--- config.mk ---
export PLATFORM = sky130hd
export DESIGN_NAME = audio_clk_switch_fsm_flat
export DESIGN_NICKNAME = d
export VERILOG_FILES = /design/src/rtl/audio_clk_switch_fsm_if.sv /design/src/rtl/audio_clk_switch_fsm.sv /design/src/flat_wrapper.sv
export SDC_FILE = /design/constraint.sdc
export NUM_CORES = 1
export LEC_CHECK = 0
export CAP_MARGIN = 20
export CORE_UTILIZATION = 40
export CTS_CLUSTER_DIAMETER = 50
export DETAILED_ROUTE_END_ITERATION = 8
export HOLD_SLACK_MARGIN = 0.12
export SLEW_MARGIN = 20
export SYNTH_ARGS = -nofsm -noshare
export SYNTH_HDL_FRONTEND = slang
export SYNTH_SLANG_ARGS = --single-unit
--- constraint.sdc ---
create_clock -name clk -period 2.4 [get_ports clk]
set_input_delay 0.48 -clock clk [delete_from_list [all_inputs] [get_ports clk]]
set_output_delay 0.48 -clock clk [all_outputs]
set_load 0.1 [all_outputs]
--- src/rtl/audio_clk_switch_fsm_if.sv ---
// Handshake bundle between the synchronizer side and the audio clock switch controller.
// The controller side uses the slave modport.
interface audio_clk_switch_fsm_if;
  logic en_sync;
  logic sel_sync;
  logic clk_sel;
  logic gate_en;
  logic mute;
  logic busy;
  logic switch_done;

  modport master (
    output en_sync,
    output sel_sync,
    input  clk_sel,
    input  gate_en,
    input  mute,
    input  busy,
    input  switch_done
  );

  modport slave (
    input  en_sync,
    input  sel_sync,
    output clk_sel,
    output gate_en,
    output mute,
    output busy,
    output switch_done
  );
endinterface

--- src/rtl/audio_clk_switch_fsm.sv ---
// Debounces the synchronized enable/select levels and sequences a click-free MCLK change:
// mute, gate off, switch select, settle, gate on, unmute.
module audio_clk_switch_fsm #(
  parameter int unsigned STABLE_CYCLES   = 4,
  parameter int unsigned MUTE_CYCLES     = 32,
  parameter int unsigned GATE_OFF_CYCLES = 8,
  parameter int unsigned SETTLE_CYCLES   = 64
) (
  input logic                   clk,
  input logic                   reset,
  audio_clk_switch_fsm_if.slave bus
);

  localparam int unsigned MaxMg   = (MUTE_CYCLES > GATE_OFF_CYCLES) ? MUTE_CYCLES
                                                                    : GATE_OFF_CYCLES;
  localparam int unsigned MaxWait = (MaxMg > SETTLE_CYCLES) ? MaxMg : SETTLE_CYCLES;
  localparam int unsigned TimerW  = $clog2(MaxWait) + 1;
  localparam int unsigned DbW     = $clog2(STABLE_CYCLES) + 1;

  localparam logic [DbW-1:0]    DbLast     = DbW'(STABLE_CYCLES - 1);
  localparam logic [TimerW-1:0] MuteLoad   = TimerW'(MUTE_CYCLES - 1);
  localparam logic [TimerW-1:0] GateLoad   = TimerW'(GATE_OFF_CYCLES - 1);
  localparam logic [TimerW-1:0] SettleLoad = TimerW'(SETTLE_CYCLES - 1);

  typedef enum logic [2:0] {StOff, StSelect, StSettle, StRun, StMute, StGateOff} state_e;

  state_e              state_q, state_d;
  logic [TimerW-1:0]   timer_q, timer_d;
  logic                filt_en_q, filt_en_d;
  logic                filt_sel_q, filt_sel_d;
  logic [DbW-1:0]      en_cnt_q, en_cnt_d;
  logic [DbW-1:0]      sel_cnt_q, sel_cnt_d;
  logic                clk_sel_q, clk_sel_d;
  logic                gate_en_q, gate_en_d;
  logic                mute_q, mute_d;
  logic                busy_q, busy_d;
  logic                switch_done_q, switch_done_d;

  always_ff @(posedge clk) begin
    if (reset) begin
      state_q       <= StOff;
      timer_q       <= '0;
      filt_en_q     <= 1'b0;
      filt_sel_q    <= 1'b0;
      en_cnt_q      <= '0;
      sel_cnt_q     <= '0;
      clk_sel_q     <= 1'b0;
      gate_en_q     <= 1'b0;
      mute_q        <= 1'b1;
      busy_q        <= 1'b0;
      switch_done_q <= 1'b0;
    end else begin
      state_q       <= state_d;
      timer_q       <= timer_d;
      filt_en_q     <= filt_en_d;
      filt_sel_q    <= filt_sel_d;
      en_cnt_q      <= en_cnt_d;
      sel_cnt_q     <= sel_cnt_d;
      clk_sel_q     <= clk_sel_d;
      gate_en_q     <= gate_en_d;
      mute_q        <= mute_d;
      busy_q        <= busy_d;
      switch_done_q <= switch_done_d;
    end
  end

  // A new level is accepted on the STABLE_CYCLES-th consecutive differing sample.
  always_comb begin
    filt_en_d  = filt_en_q;
    en_cnt_d   = '0;
    filt_sel_d = filt_sel_q;
    sel_cnt_d  = '0;
    if (bus.en_sync != filt_en_q) begin
      if (en_cnt_q == DbLast) filt_en_d = bus.en_sync;
      else                    en_cnt_d  = en_cnt_q + 1'b1;
    end
    if (bus.sel_sync != filt_sel_q) begin
      if (sel_cnt_q == DbLast) filt_sel_d = bus.sel_sync;
      else                     sel_cnt_d  = sel_cnt_q + 1'b1;
    end
  end

  always_comb begin
    state_d = state_q;
    timer_d = timer_q;
    case (state_q)
      StOff: begin
        if (filt_en_q) state_d = StSelect;
      end
      StSelect: begin
        state_d = StSettle;
        timer_d = SettleLoad;
      end
      StSettle: begin
        if (timer_q == '0) state_d = StRun;
        else               timer_d = timer_q - 1'b1;
      end
      StRun: begin
        // Disable and select change share the same exit path; disable wins at GATE_OFF exit.
        if (!filt_en_q || (filt_sel_q != clk_sel_q)) begin
          state_d = StMute;
          timer_d = MuteLoad;
        end
      end
      StMute: begin
        if (timer_q == '0) begin
          state_d = StGateOff;
          timer_d = GateLoad;
        end else begin
          timer_d = timer_q - 1'b1;
        end
      end
      StGateOff: begin
        if (timer_q == '0) state_d = filt_en_q ? StSelect : StOff;
        else               timer_d = timer_q - 1'b1;
      end
      default: state_d = StOff;
    endcase
  end

  // Outputs are decoded from the next state so they register in step with it.
  always_comb begin
    clk_sel_d     = (state_d == StSelect) ? filt_sel_q : clk_sel_q;
    gate_en_d     = (state_d == StSettle) || (state_d == StRun) || (state_d == StMute);
    mute_d        = (state_d != StRun);
    busy_d        = (state_d != StOff) && (state_d != StRun);
    switch_done_d = (state_d == StRun) && (state_q != StRun);
  end

  assign bus.clk_sel     = clk_sel_q;
  assign bus.gate_en     = gate_en_q;
  assign bus.mute        = mute_q;
  assign bus.busy        = busy_q;
  assign bus.switch_done = switch_done_q;

endmodule

--- src/flat_wrapper.sv ---
// flat-port wrapper written by rule: the top's interface ports become plain ports
module audio_clk_switch_fsm_flat 
#(
  parameter int unsigned STABLE_CYCLES   = 4,
  parameter int unsigned MUTE_CYCLES     = 32,
  parameter int unsigned GATE_OFF_CYCLES = 8,
  parameter int unsigned SETTLE_CYCLES   = 64
)
  (clk, reset, bus_en_sync, bus_sel_sync, bus_clk_sel, bus_gate_en, bus_mute, bus_busy, bus_switch_done);
  audio_clk_switch_fsm_if bus_i ();
  input logic clk;
  input logic reset;
  input wire logic [$bits(bus_i.en_sync)-1:0] bus_en_sync;
  input wire logic [$bits(bus_i.sel_sync)-1:0] bus_sel_sync;
  output wire logic [$bits(bus_i.clk_sel)-1:0] bus_clk_sel;
  output wire logic [$bits(bus_i.gate_en)-1:0] bus_gate_en;
  output wire logic [$bits(bus_i.mute)-1:0] bus_mute;
  output wire logic [$bits(bus_i.busy)-1:0] bus_busy;
  output wire logic [$bits(bus_i.switch_done)-1:0] bus_switch_done;
  assign bus_i.en_sync = bus_en_sync;
  assign bus_i.sel_sync = bus_sel_sync;
  assign bus_clk_sel = bus_i.clk_sel;
  assign bus_gate_en = bus_i.gate_en;
  assign bus_mute = bus_i.mute;
  assign bus_busy = bus_i.busy;
  assign bus_switch_done = bus_i.switch_done;
  audio_clk_switch_fsm #(.STABLE_CYCLES(STABLE_CYCLES), .MUTE_CYCLES(MUTE_CYCLES), .GATE_OFF_CYCLES(GATE_OFF_CYCLES), .SETTLE_CYCLES(SETTLE_CYCLES)) u_core (.clk(clk), .reset(reset), .bus(bus_i));
endmodule
=== After elaboration in Yosys (flattened, before gate mapping) ===
Index checks and enable logic that the tools add are counted.

* Bits in registers: 23
* Input port bits: 4

* Add/subtract/negate cells: 3
* Eq/ne operators: 18
* Mux-type cells: 11
* Bitwise gates (word level): 2
* Reductions and logical operators: 16

{| class="wikitable"
|+ Operators by type and width
! cell !! count
|-
| $pmux W7 S4 || 1
|-
| $mux W7 || 3
|-
| $eq A3 B2 Y1 const B || 6
|-
| $pmux W3 S6 || 1
|-
| $mux W3 || 5
|-
| $eq A3 B3 Y1 const B || 3
|-
| $logic_not A7 Y1 || 1
|-
| $sub A7 B1 Y7 const B || 1
|-
| $add A3 B1 Y3 const B || 2
|-
| $eq A3 B1 Y1 const B || 2
|-
| $ne A3 B2 Y1 const B || 2
|-
| $reduce_or A3 Y1 || 2
|-
| $reduce_and A2 Y1 || 2
|-
| $reduce_bool A4 Y1 || 1
|-
| $logic_not A3 Y1 || 1
|-
| $logic_or A1 B1 Y1 || 3
|-
| $ne A1 B1 Y1 || 3
|-
| $reduce_and A3 Y1 || 1
|-
| $reduce_bool A3 Y1 || 1
|-
| $logic_and A1 B1 Y1 || 2
|-
| $ne A2 B1 Y1 const B || 1
|-
| $ne A2 B2 Y1 const B || 1
|-
| $not A1 Y1 || 2
|-
| $reduce_or A2 Y1 || 1
|-
| other kinds (2) || 2
|}

=== Logic depth before layout (Yosys ltp) ===
* Word-level depth: 7
* Mapped depth: 8
* Depth with buffers taken out: 7

=== Worst setup path before layout ===
No wires, ideal clock.

* Kind: register to register
* Start: reg u_core.clk_sel_q, in the netlist u_core.bus.clk_sel
* End: reg u_core.timer_q[0]
* Library setup time: 133 ps
* Arrival: 1966 ps
* Required time: 2267 ps
* Path slack: 302 ps
* Cell stages (with the launch flop): 6
* Buffers on the path: 0
* Cells stage by stage: dfxtp_1 > xnor2_1 > and3_1 > o21bai_1 > and3_4 > a211oi_2

* Cells in the longest elaborated chain, start to end: 4

{| class="wikitable"
|+ RTL lines
! what !! RTL line !! source
|-
| start, declared || audio_clk_switch_fsm.sv:33 || <nowiki>logic clk_sel_q, clk_sel_d;</nowiki>
|-
| start signal, assigned || audio_clk_switch_fsm.sv:59 || <nowiki>clk_sel_q <= clk_sel_d;</nowiki>
|-
| $ne A1 B1 Y1 || audio_clk_switch_fsm.sv:100 || <nowiki>if (!filt_en_q || (filt_sel_q != clk_sel_q)) begin</nowiki>
|-
| $logic_or A1 B1 Y1 || audio_clk_switch_fsm.sv:100 ||
|-
| $ne A2 B1 Y1 (no source line) || -- ||
|-
| $reduce_and A3 Y1 (no source line) || -- ||
|-
| end signal, assigned || audio_clk_switch_fsm.sv:54 || <nowiki>timer_q <= timer_d;</nowiki>
|-
| end, declared || audio_clk_switch_fsm.sv:28 || <nowiki>logic [TimerW-1:0] timer_q, timer_d;</nowiki>
|}

No other way between the ends.
A chain may end at the register's enable or synchronous reset.

=== Worst setup path after layout ===
* Start: reg u_core.timer_q[0]
* End: reg u_core.timer_q[1]

* Cells in the longest elaborated chain, start to end: 3

{| class="wikitable"
|+ RTL lines
! what !! RTL line
|-
| $sub A7 B1 Y7 / $logic_not A7 Y1 (equally long branches) || --
|-
| $mux W7 (tied with other cells) || audio_clk_switch_fsm.sv:95, audio_clk_switch_fsm.sv:114
|-
| $pmux W7 S4 / $reduce_and A3 Y1 (equally long branches) || --
|}

Several ways; a longest one is shown, not always the timed one. The select of a mux whose other input is x is not followed.

==> run_results.csv <==
group,metric,value,unit
timing,rsz0062_at_grt,"no",
routing,wl_met1,1148,µm
routing,wl_met3,110,µm
timing,maxSlewHeadroom,64.64,%
clock_tree,cts_root_buffer,"clkbuf_4",
clock_tree,cts.clk_slew.worst_paths,130,ps
min_path,hp-class,"reg2reg",
routing,met2_wirelength,1115,µm
yosys,synth.top_cell.area_share,37.25,%
power,p_per_area,488.0,nW/µm²
worst_setup_path,path_buf_inv,1,
clock_tree,clk_latency,320,ps
routing,post_drt_wl_per_cell,13.48,µm
power,ir_drop,0.3349,mV
global_routing,grt-ovfl-total,0,
floorplan,num_rows,19,
routing,drc,1,
yosys,synth_edf_count,0,
final_layout,layout_common_cells,"dfxtp_1 (23), nor2_1 (17), a21oi_1 (13), inv_1 (7)",
routing,postRouteAntennaNets,0,
placement,port_buffers,8,
status,violations,"DRC",
yosys,synth_nets,150,
yosys,synthCells,140,
floorplan,die_w,57.59,µm
worst_setup_path,cp_max_fo,7,
placement,hpwl,1747,µm
yosys,synth_seq_cells,23,
worst_setup_path,end_kind,"flip-flop",
yosys,synth_top_family_by_area,"simple AND/OR/NAND/NOR gates",
worst_setup_path,critPathMaxStageDelay,480,ps
yosys,syn_avg_cell_area,8.830,µm²
yosys,synthMuxAreaShare,2.429,%
clock_tree,cts_hold_buf,0,
yosys,synth_simple_gate_area_share,26.11,%
clock_tree,htreeDepth,1,
routing,drt-pass1-iter-count,8,
floorplan,die_height,57.59,µm
floorplan,io_pins,9,
worst_setup_path,arrival,2270,ps
global_routing,grt_max_degree,15,
yosys,ys_types,49,
yosys,ys_async_sr_fraction,0,%
clock_tree,clockBufferDepth,2,
global_routing,antenna_found_initial,0,
yosys,synthesis.area,1236,µm²
clock_tree,cts_inserted_buffers,3,
timing,fin_worst_hold_slack,425.7,ps
final_layout,layout-drive-gt1-share,16.44,%
timing,slew_violations,0,
worst_setup_path,crit_chain,"inv_1 -> ha_1 -> or3b_4 -> nor2_4 -> o21bai_1 -> a21oi_1 -> a311oi_2",
final_layout,fin_util,47.19,%
global_routing,grt_pass1_vias,933,
timing,period_share,84.55,%
yosys,ys_warn_count,0,
worst_setup_path,critPathTopFamily,"compound AO/OA/AOI/OAI gates",
floorplan,core_area,2853,µm²
power,cellLeakagePower,0.0004798,µW
power,power,657.0,µW
clock_tree,cts_setup_buffers,0,
final_layout,area_growth,8.907,%
clock_tree,cts.sinks,23,
global_routing,grt_pass1_wl,4278,µm
routing,drt-total-wl,2386,µm
clock_tree,cts_resized,0,
worst_setup_path,crit_required,2640,ps
yosys,seq_area_frac_synth,37.25,%
worst_setup_path,cpMaxStageDelayCell,"dfxtp_1",
timing,layout_setup_ws,370.7,ps
routing,drtIter0Drc,63,
routing,viasPerCell,5.768,
timing,hold_viol_final,0,
final_layout,final_nets,157,
worst_setup_path,worst_setup_path_start_kind,"flip-flop",
routing,top_layer_used,"met4",
timing,max_freq,492.8,MHz
placement,pre_cts_slack,393.7,ps
placement,globalplace.congestion,0.8030,
final_layout,antenna_cells,0,
timing,worst_slew_pin_slew,529.4,ps
yosys,synth_xor_area_share,2.126,%
yosys,synth_compound_area_share,21.36,%
status,status,"complete, but fails checks",
timing,setup_tns,0,ps
floorplan,initial_utilization,43.33,%
yosys,synth_area_leaders,"dfxtp_1 (37%), ha_1 (6.1%), a21oi_1 (5.3%)",
yosys,synth_top_area_cell,"dfxtp_1",
final_layout,final_common_cell,"dfxtp_1",
clock_tree,cts_tree,"done",
timing,fin_worst_skew,2.896,ps
timing,setup_viol,0,
job,cap_violations,0,
timing,min_period,2029,ps
routing,vias,1021,
yosys,synthAdderAreaFrac,6.073,%
yosys,ys.flop_type,"dfxtp_1",
final_layout,fill_cells,281,
global_routing,grtUsageTotal,16.41,%
floorplan,dieArea,3317,µm²
worst_setup_path,crit_type,"reg2reg",
-- logic make-up after synthesis --
logic type	Yosys count
AND/OR/NAND/NOR	56
XOR/XNOR	3
multiplexers	3
buffers and inverters	14
adder cells (fa/ha/maj)	6
flip-flops	23
AO/OA/AOI/OAI	35
-- synthesized netlist by cell type, drive strengths merged (4+ instances only) --
cell / count
clkbuf: 4
nand2: 5
nor2: 19
a21oi: 13
ha: 6
dfxtp: 23
nor3: 5
inv: 7
-- layer usage --
layer | global-route usage (%) | vias up
li1 | - | 516
met1 | 22.21 | 474
met2 | 26.74 | 29
met3 | 4.082 | 2
met4 | 2.787 | 0
met5 | 0 | -
-- per-stage QoR --
step,cells,cell area (µm²)
2_1_floorplan,140,1236
3_3_place_gp,173,1319
3_5_place_dp,173,1319
4_1_cts,177,1346
5_1_grt,177,1346
6_report,177,1346
-- flip-flops by register name (all words and copies together), names as in the netlist --
name,cells
u_core.bus.busy,1
u_core.bus.clk_sel,1
u_core.bus.gate_en,1
u_core.bus.mute,1
u_core.bus.switch_done,1
u_core.en_cnt_q,3
u_core.filt_en_q,1
u_core.filt_sel_q,1
u_core.sel_cnt_q,3
u_core.state_q,3
u_core.timer_q,7
-- report_power, final --
group / leakage, µW / internal, µW / switching, µW
logic: 0.000276 / 34.1 / 44.7
registers: 0.000186 / 389 / 7.04
clock network: 0.0000177 / 62.4 / 120
-- layout make-up --
type | instances | area [µm²] | share of cell area, %
clock inverter | 1 | 5.005 | 0.3717
sequential | 23 | 460.4 | 34.20
timing repair buffer | 9 | 75.07 | 5.576
inverter | 7 | 26.28 | 1.952
clock buffer | 3 | 22.52 | 1.673
tap | 31 | 38.79 | 2.881
multi-input combinational | 103 | 718.2 | 53.35
-- path summary, 6_finish.rpt --
| check | startpoint | to | slack [ps] | cells after the start |
|---|---|---|---|---|
| setup / recovery | u_core.timer_q[0] | u_core.timer_q[1] | 370 | 7 |
| hold / removal | u_core.en_cnt_q[0] | u_core.en_cnt_q[0] | 430 | 1 |
| setup reg to reg | u_core.timer_q[0] | u_core.timer_q[1] | 370 | 7 |
| hold reg to reg | u_core.en_cnt_q[0] | u_core.en_cnt_q[0] | 430 | 1 |
Power figures use the tool's default switching activity.
